**src/rtl/uart_tx_param.sv**
```systemverilog
// Parametrised UART serializer: valid/ready start handshake, internal baud divider,
// configurable length/parity/stop bits latched at accept, fully registered outputs.
module uart_tx_param #(
  parameter int DATA_MAX     = 9,
  parameter int CLKS_PER_BIT = 16
) (
  input  logic                tx_clk,
  input  logic                rst,
  input  logic                tx_start,
  output logic                tx_ready,
  input  logic [DATA_MAX-1:0] tx_data,
  input  logic [3:0]          length,
  input  logic                parity_en,
  input  logic                parity_type,
  input  logic                stop2,
  output logic                tx,
  output logic                tx_busy,
  output logic                tx_done,
  output logic                tx_err
);

  localparam int CNT_W = $clog2(DATA_MAX + 1);
  localparam int DIV_W = (CLKS_PER_BIT > 1) ? $clog2(CLKS_PER_BIT) : 1;
  localparam logic [DIV_W-1:0] DIV_LAST = DIV_W'(CLKS_PER_BIT - 1);
  localparam logic [3:0] LEN_MIN = 4'd5;
  localparam logic [3:0] LEN_MAX = 4'(DATA_MAX);

  typedef enum logic [2:0] {
    IDLE,
    START,
    DATA,
    PARITY,
    STOP1,
    STOP2
  } state_t;

  state_t                state_q, state_d;
  logic [DIV_W-1:0]      div_q, div_d;
  logic [CNT_W-1:0]      bit_cnt_q, bit_cnt_d;
  logic [DATA_MAX-1:0]   shreg_q, shreg_d;
  logic [3:0]            len_q;
  logic                  par_en_q, par_bit_q, stop2_q;
  logic                  tx_d, busy_d, done_d, err_d;
  logic                  accept, len_ok, load;
  logic                  bit_last, data_last;
  logic [DATA_MAX-1:0]   data_mask;
  logic                  par_calc;

  assign accept    = tx_start && tx_ready;
  assign len_ok    = (length >= LEN_MIN) && (length <= LEN_MAX);
  assign bit_last  = (div_q == DIV_LAST);
  assign data_last = (4'(bit_cnt_q) == (len_q - 4'd1));

  // Parity is computed from the live inputs so it can be latched with the frame.
  always_comb begin
    data_mask = '0;
    for (int i = 0; i < DATA_MAX; i++) begin
      data_mask[i] = (4'(i) < length);
    end
    par_calc = (^(tx_data & data_mask)) ^ parity_type;
  end

  // NOTE: every combinational output gets a default first so no latch can be inferred.
  always_comb begin
    state_d   = state_q;
    bit_cnt_d = bit_cnt_q;
    shreg_d   = shreg_q;
    load      = 1'b0;
    err_d     = 1'b0;
    div_d     = (state_q == IDLE || bit_last) ? '0 : div_q + DIV_W'(1);

    unique case (state_q)
      IDLE: begin
        bit_cnt_d = '0;
        if (accept) begin
          if (len_ok) begin
            state_d = START;
            shreg_d = tx_data;
            load    = 1'b1;
          end else begin
            err_d = 1'b1;
          end
        end
      end
      START: if (bit_last) state_d = DATA;
      DATA: begin
        if (bit_last) begin
          if (data_last) begin
            bit_cnt_d = '0;
            state_d   = par_en_q ? PARITY : STOP1;
          end else begin
            bit_cnt_d = bit_cnt_q + CNT_W'(1);
            shreg_d   = shreg_q >> 1;
          end
        end
      end
      PARITY: if (bit_last) state_d = STOP1;
      STOP1:  if (bit_last) state_d = stop2_q ? STOP2 : IDLE;
      STOP2:  if (bit_last) state_d = IDLE;
      default: state_d = IDLE;
    endcase
  end

  // Line value is decoded from the next state and registered, so tx never glitches.
  always_comb begin
    tx_d   = 1'b1;
    busy_d = (state_d != IDLE);
    done_d = (state_q != IDLE) && (state_d == IDLE);
    unique case (state_d)
      START:   tx_d = 1'b0;
      DATA:    tx_d = shreg_d[0];
      PARITY:  tx_d = par_bit_q;
      default: tx_d = 1'b1;
    endcase
  end

  // NOTE: sequential state uses non-blocking assignments so all registers update together.
  always_ff @(posedge tx_clk or posedge rst) begin
    if (rst) begin
      state_q   <= IDLE;
      div_q     <= '0;
      bit_cnt_q <= '0;
      shreg_q   <= '0;
      len_q     <= '0;
      par_en_q  <= 1'b0;
      par_bit_q <= 1'b0;
      stop2_q   <= 1'b0;
      tx        <= 1'b1;
      tx_busy   <= 1'b0;
      tx_ready  <= 1'b1;
      tx_done   <= 1'b0;
      tx_err    <= 1'b0;
    end else begin
      state_q   <= state_d;
      div_q     <= div_d;
      bit_cnt_q <= bit_cnt_d;
      shreg_q   <= shreg_d;
      if (load) begin
        len_q     <= length;
        par_en_q  <= parity_en;
        par_bit_q <= par_calc;
        stop2_q   <= stop2;
      end
      tx        <= tx_d;
      tx_busy   <= busy_d;
      tx_ready  <= ~busy_d;
      tx_done   <= done_d;
      tx_err    <= err_d;
    end
  end

endmodule

```
**config.mk**
```make
export PLATFORM = sky130hd
export DESIGN_NAME = uart_tx_param
export DESIGN_NICKNAME = d
export VERILOG_FILES = /design/src/rtl/uart_tx_param.sv
export SDC_FILE = /design/constraint.sdc
export NUM_CORES = 1
export LEC_CHECK = 0
export ABC_CLOCK_PERIOD_IN_PS = 6000
export CORE_ASPECT_RATIO = 1.1
export CORE_MARGIN = 2
export CORE_UTILIZATION = 65
export CTS_CLUSTER_SIZE = 14
export DETAILED_ROUTE_END_ITERATION = 10
export DONT_BUFFER_PORTS = 1
export PLACE_DENSITY = 0.85
export SLEW_MARGIN = 25
export SYNTH_ARGS = -nofsm -noshare
export SYNTH_HDL_FRONTEND = slang
export SYNTH_SLANG_ARGS = --single-unit
```
**constraint.sdc**
```tcl
create_clock -name tx_clk -period 6 [get_ports tx_clk]
set_input_delay 0.6 -clock tx_clk [delete_from_list [all_inputs] [get_ports tx_clk]]
set_output_delay 0.6 -clock tx_clk [all_outputs]
set_load 0.005 [all_outputs]
```
==> results.json, run 1 <==
{
  "syn2layout_area_growth_pct": 3.397,
  "setup_viol": 0,
  "path_max_fanout": 10,
  "synth_nets": 222,
  "arrival_ns": 2.45,
  "whs_ns": 0.2274,
  "slew_headroom": 0.5656,
  "grt_pass1_vias": 1462,
  "crit_chain": "ha_1 -> and3_1 -> and3_1 -> nand4_1 -> a32o_2 -> nor4bb_4 -> o311ai_2",
  "fp.dieH_um": 59.83,
  "critPathRequiredTime_ns": 6.24,
  "hold_buffers": 0,
  "wire_per_inst_um": 15.79,
  "hold_viol": 0,
  "viasPerCell": 6.206,
  "worst_slew_pin_slew_ns": 0.6506,
  "critical_path_class": "reg -> reg",
  "synth.cell_area_sq_um": 1842,
  "cts_max_level": 2,
  "ys_ff_latch": 32,
  "grt_overflow": 0,
  "holdCritPathClass": "in -> async",
  "synth_cell_type_count": 50,
  "post_cts_resized": 0,
  "diodes": 0,
  "rsz0062_at_grt": "no",
  "syn_avg_cell_area_sq_um": 9.209,
  "antenna_found_initial": 0,
  "fin_skew_ns": 0.007881,
  "gp_congestion": 0.8902,
  "die_w_um": 54.76,
  "cts_tree": "yes",
  "cts_setup_buffers": 0,
  "cap_violations": 0,
  "fin_tns_setup_ns": 0,
  "netlist_instances": 200,
  "grt_pass1_wl_um": 6203,
  "die-area_sq_um": 3276,
  "synthArstFlopShare": 1.000,
  "cellPowerDensity_nw_per_um2": 209.4,
  "cts.path.max_buffers": 2,
  "cp_common_cell": "and3_1",
  "ir_drop_mv": 0.2651,
  "start_util": 0.6752,
  "drive_above_1_share": 0.1100,
  "drt_first_pass_iters": 4,
  "status": "completed",
  "slew_viol_final": 0,
  "max_freq_ghz": 0.4519,
  "mostFrequentLayoutCell": "nand2_1",
  "clk-insertion-delay-late_ns": 0.33,
  "synth-main-ff-cell": "dfrtp_1",
  "track_usage": 0.2649,
  "cp-end-kind": "flop",
  "drtIter0Drc": 61,
  "layout_common_cells": "nand2_1, dfrtp_1, nor2_1",
  "cts_buffers": 5,
  "fin_nets": 221,
  "slowest_delay_ns": 0.39,
  "ant_nets": 0,
  "grt_max_degree": 33,
  "vias": 1446,
  "yosys_warnings": 0,
  "cts.sinks": 32,
  "rows": 20,
  "dp_hpwl_um": 2819,
  "clk_pin_slew_ns": 0.10,
  "drc": 0,
  "power_leakage_nw": 0.8965,
  "drt-total-wl_um": 3678,
  "io_pins": 24,
  "synth_edf_count": 0,
  "cp-start-kind": "flop",
  "cp_slowest_cell": "dfrtp_1",
  "fin_crit_ns": 2.213,
  "period_share": 0.3688,
  "coreArea_sq_um": 2728,
  "ys_seq_area_frac": 0.4361,
  "io_buffers": 0,
  "ctsRootBufferMaster": "clkbuf_4"
}
==> cell type report <==
class                           count  area, sq um
Inverter                           10        37.54
Clock buffer                        6        41.29
Clock inverter                      2        35.03
Sequential cell                    32        803.3
Tap cell                           33        41.29
Fill cell                         197        823.3
Multi-Input combinational cell    150        945.9
==> worst paths after layout <==
| check | startpoint | endpoint | slack [ns] | cells after the start |
|---|---|---|---|---|
| worst max-delay path | div_q[0] | tx | 3.79 | 7 |
| worst min register to register | div_q[0] | div_q[0] | 0.48 | 1 |
| min in group tx_clk | parity_en | par_en_q | 0.38 | 2 |
| worst max register to register | div_q[0] | tx | 3.79 | 7 |
| worst min-delay path | rst | tx_busy | 0.23 | 1 |
| max in group asynchronous | rst | bit_cnt_q[1] | 5.34 | 1 |
==> power breakdown <==
part / total, mW / switching [mW] / leakage (nW) / internal, mW
logic: 0.0232 / 0.0130 / 0.445 / 0.0102
clock network: 0.160 / 0.0726 / 0.0422 / 0.0873
registers: 0.216 / 0 / 0.410 / 0.216
total: 0.399 / 0.0856 / 0.896 / 0.313
==> sequential cells by signal (all words and copies together), names as in the netlist <==
register / count
len_q: 4
tx_busy: 1
div_q: 4
tx_ready: 1
state_q: 3
tx_err: 1
par_en_q: 1
tx: 1
par_bit_q: 1
shreg_q: 9
stop2_q: 1
tx_done: 1
bit_cnt_q: 4
==> critical path: cells and delay by family (launching register included) <==
kind                       cells  cell delay [ns]
AOI/OAI and AO/OA              2             0.55
adders and majority gates      1             0.21
DFF                            1             0.39
and+or+nand+nor                4             0.98
==> stage by stage <==
| step | instance area (sq um) | power [mW] | utilization | setup slack (ns) | std cells |
|---|---|---|---|---|---|
| final | 1904 | 0.3987 | 0.6982 | 3.787 | 233 |
| after global routing | 1904 | 0.4128 | 0.6982 | 3.614 | 233 |
| after CTS | 1904 | 0.4005 | 0.6982 | 3.812 | 233 |
| after detailed placement | 1828 | 0.2432 | 0.6702 | 3.777 | 225 |
| after global placement | 1828 | 0.2416 | 0.6702 | 3.825 | 225 |
| after floorplan | 1842 | 0.2407 | - | 3.973 | 200 |
==> Yosys cell counts (all sizes together) (2+ instances only) <==
master / n / share of area
o311ai: 2 / 0.014
nand2: 46 / 0.094
o21ai: 10 / 0.027
a31oi: 2 / 0.0068
nand4: 2 / 0.0068
mux2i: 2 / 0.011
dfstp: 2 / 0.029
nand2b: 3 / 0.010
and3: 5 / 0.017
xnor2: 8 / 0.042
buf: 7 / 0.028
a21oi: 5 / 0.016
a22oi: 7 / 0.029
nand3: 11 / 0.035
or3b: 2 / 0.0095
nor2: 12 / 0.026
inv: 10 / 0.020
o22ai: 3 / 0.010
xor2: 7 / 0.033
nor3: 5 / 0.022
dfrtp: 30 / 0.41
ha: 3 / 0.020
==> logic make-up after synthesis <==
family / Yosys count / share of synthesized area
buffers and inverters: 18 / 0.05027
xor gates and xnor gates: 16 / 0.08832
muxes: 2 / 0.01087
AOI/OAI and AO/OA: 35 / 0.1318
and+or+nand+nor: 94 / 0.2622
DFF: 32 / 0.4361
adders and majority gates: 3 / 0.02038
==> routing by layer <==
| layer | wire length (um) | up-vias | track usage |
|---|---|---|---|
| li1 | - | 689 | - |
| met1 | 1473 | 717 | 0.3151 |
| met2 | 2002 | 33 | 0.4575 |
| met3 | 142 | 7 | 0.06000 |
| met4 | 59 | 0 | 0.09643 |
| met5 | 0 | - | 0 |
Power figures use the tool's default switching activity.
==> inputs of run 2 (changes only) <==
--- a/config.mk
+++ b/config.mk
@@ -5,14 +5,14 @@
 export SDC_FILE = /design/constraint.sdc
 export NUM_CORES = 1
 export LEC_CHECK = 0
-export ABC_CLOCK_PERIOD_IN_PS = 6000
+export ABC_CLOCK_PERIOD_IN_PS = 1900
 export CORE_ASPECT_RATIO = 1.1
 export CORE_MARGIN = 2
-export CORE_UTILIZATION = 65
+export CORE_UTILIZATION = 56
 export CTS_CLUSTER_SIZE = 14
 export DETAILED_ROUTE_END_ITERATION = 10
 export DONT_BUFFER_PORTS = 1
-export PLACE_DENSITY = 0.85
+export PLACE_DENSITY = 0.78
 export SLEW_MARGIN = 25
 export SYNTH_ARGS = -nofsm -noshare
 export SYNTH_HDL_FRONTEND = slang
==> constraint.sdc (replaced) <==
create_clock -name tx_clk -period 1.9 [get_ports tx_clk]
set_input_delay 0.19 -clock tx_clk [delete_from_list [all_inputs] [get_ports tx_clk]]
set_output_delay 0.19 -clock tx_clk [all_outputs]
set_load 0.005 [all_outputs]
==> results.json, run 2 (synthesized netlist as in run 1, its figures left out) <==
{
  "status": "finished with violations",
  "violations": "setup timing",
  "viasPerCell": 5.944,
  "cap_violations": 0,
  "clk_pin_slew_ns": 0.09,
  "power_leakage_nw": 1.056,
  "start_util": 0.5940,
  "placed_cell_area_sq_um": 1964,
  "die_w_um": 58.68,
  "slew_headroom": 0.7363,
  "fin_crit_ns": 1.936,
  "diodes": 0,
  "r2r_setup_slack_ns": -0.04,
  "rsz0062_at_grt": "yes",
  "clk-insertion-delay-late_ns": 0.34,
  "cts.sinks": 32,
  "grt_max_degree": 33,
  "cts_buffers": 5,
  "io_buffers": 0,
  "layout_common_cells": "nand2_1, dfrtp_1, buf_4",
  "whs_endpoint": "shreg_q[6]",
  "fp.dieH_um": 64.15,
  "cts_max_level": 2,
  "coreArea_sq_um": 3100,
  "setup_viol": 2,
  "critPathRequiredTime_ns": 2.15,
  "grt_overflow": 0,
  "grt_pass1_wl_um": 7431,
  "finish.instance_area_sq_um": 2271,
  "gp_congestion": 0.8498,
  "max_freq_ghz": 0.5166,
  "holdCritPathClass": "in -> reg",
  "drt_first_pass_iters": 4,
  "drc": 0,
  "antenna_found_initial": 0,
  "slew_viol_final": 0,
  "track_usage": 0.2625,
  "regMostFlops": "shreg_q",
  "final_core_util": 0.7324,
  "dp_hpwl_um": 3016,
  "hold_viol": 0,
  "drt-total-wl_um": 4471,
  "fin_nets": 256,
  "cp-end-kind": "flop",
  "critical_path_class": "reg -> reg",
  "r2r_start": "len_q[1]",
  "grt_pass1_vias": 1652,
  "drtIter0Drc": 93,
  "io_pins": 24,
  "r2r_cells": 8,
  "ant_nets": 0,
  "cp-start-kind": "flop",
  "worst_slew_pin_slew_ns": 0.3956,
  "arrival_ns": 2.18,
  "rows": 21,
  "min_from": "tx_data[6]",
  "place_ws_ns": -0.09820,
  "reg2reg_to": "tx",
  "die-area_sq_um": 3764,
  "ctsRootBufferMaster": "clkbuf_4",
  "fillCellCount": 212,
  "ir_drop_mv": 0.4828,
  "period_share": 1.019,
  "cts.path.max_buffers": 2,
  "largest_register_ffs": 9,
  "mostFrequentLayoutCell": "nand2_1",
  "syn2layout_area_growth_pct": 23.30,
  "cts_tree": "yes",
  "power.total_mw": 1.182,
  "wire_per_inst_um": 16.62,
  "cellPowerDensity_nw_per_um2": 520.3,
  "path_max_fanout": 2,
  "fin_skew_ns": 0.008787,
  "drive_above_1_share": 0.2255,
  "vias": 1599,
  "finalWorstSetupSlack_ns": -0.03569,
  "hold_depth": 2
}
-- run 2: repair_timing --
action,CTS,global route
pin swaps,1,5
resized for setup,5,10
endpoints found under the setup margin,4,14
hold endpoints to repair,42,0
hold buffers,13,0
setup buffers,1,3
-- run 2: layout make-up --
class                           count  area [sq um]  area share
Multi-Input combinational cell    150          1030      0.4534
Sequential cell                    32         803.3      0.3537
Timing Repair Buffer               35         299.0      0.1317
Clock buffer                        8         58.81     0.02590
Tap cell                           34         42.54     0.01873
Inverter                           10         37.54     0.01653
-- run 2: worst max path at each step --
stage,startpoint,to,slack [ns],cells after the start
finish,len_q[1],tx,-0.04,8
global route,len_q[1],tx,-0.10,8
CTS,len_q[1],tx,-0.02,8
detailed placement,len_q[1],tx_done,-0.1,8
global placement,len_q[1],tx,0.005,8
floorplan,len_q[0],tx,-0.01,8
-- run 2: report_power, final --
group	total (mW)	internal [mW]	leakage (nW)	switching (mW)
Combinational	0.0964	0.0512	0.614	0.0451
Sequential	0.681	0.681	0.410	0
Clock	0.405	0.182	0.0326	0.222
-- run 2: stage by stage --
stage                     instances  hold WS [ns]  setup TNS [ns]
after floorplan                 200        0.2954        -0.01028
after global placement          244        0.1806               0
after detailed placement        244        0.1852         -0.2602
after CTS                       266      0.006352        -0.02008
after global routing            269      0.009487         -0.5583
final                           269       0.01342        -0.05542
-- run 2: routing by layer --
layer / track usage / wire (um)
met1: 0.3178 / 1891
met2: 0.4326 / 2252
met3: 0.07287 / 201
met4: 0.1136 / 126
met5: 0 / 0
-- run 2: worst max-delay path: stages (launching register included) --
cell      delay, ns
dfrtp_1        0.37
inv_2          0.06
ha_4           0.28
xor2_4         0.17
and3_4         0.20
nand4_1        0.10
a32o_2         0.28
nor4bb_4       0.15
o311ai_2       0.22
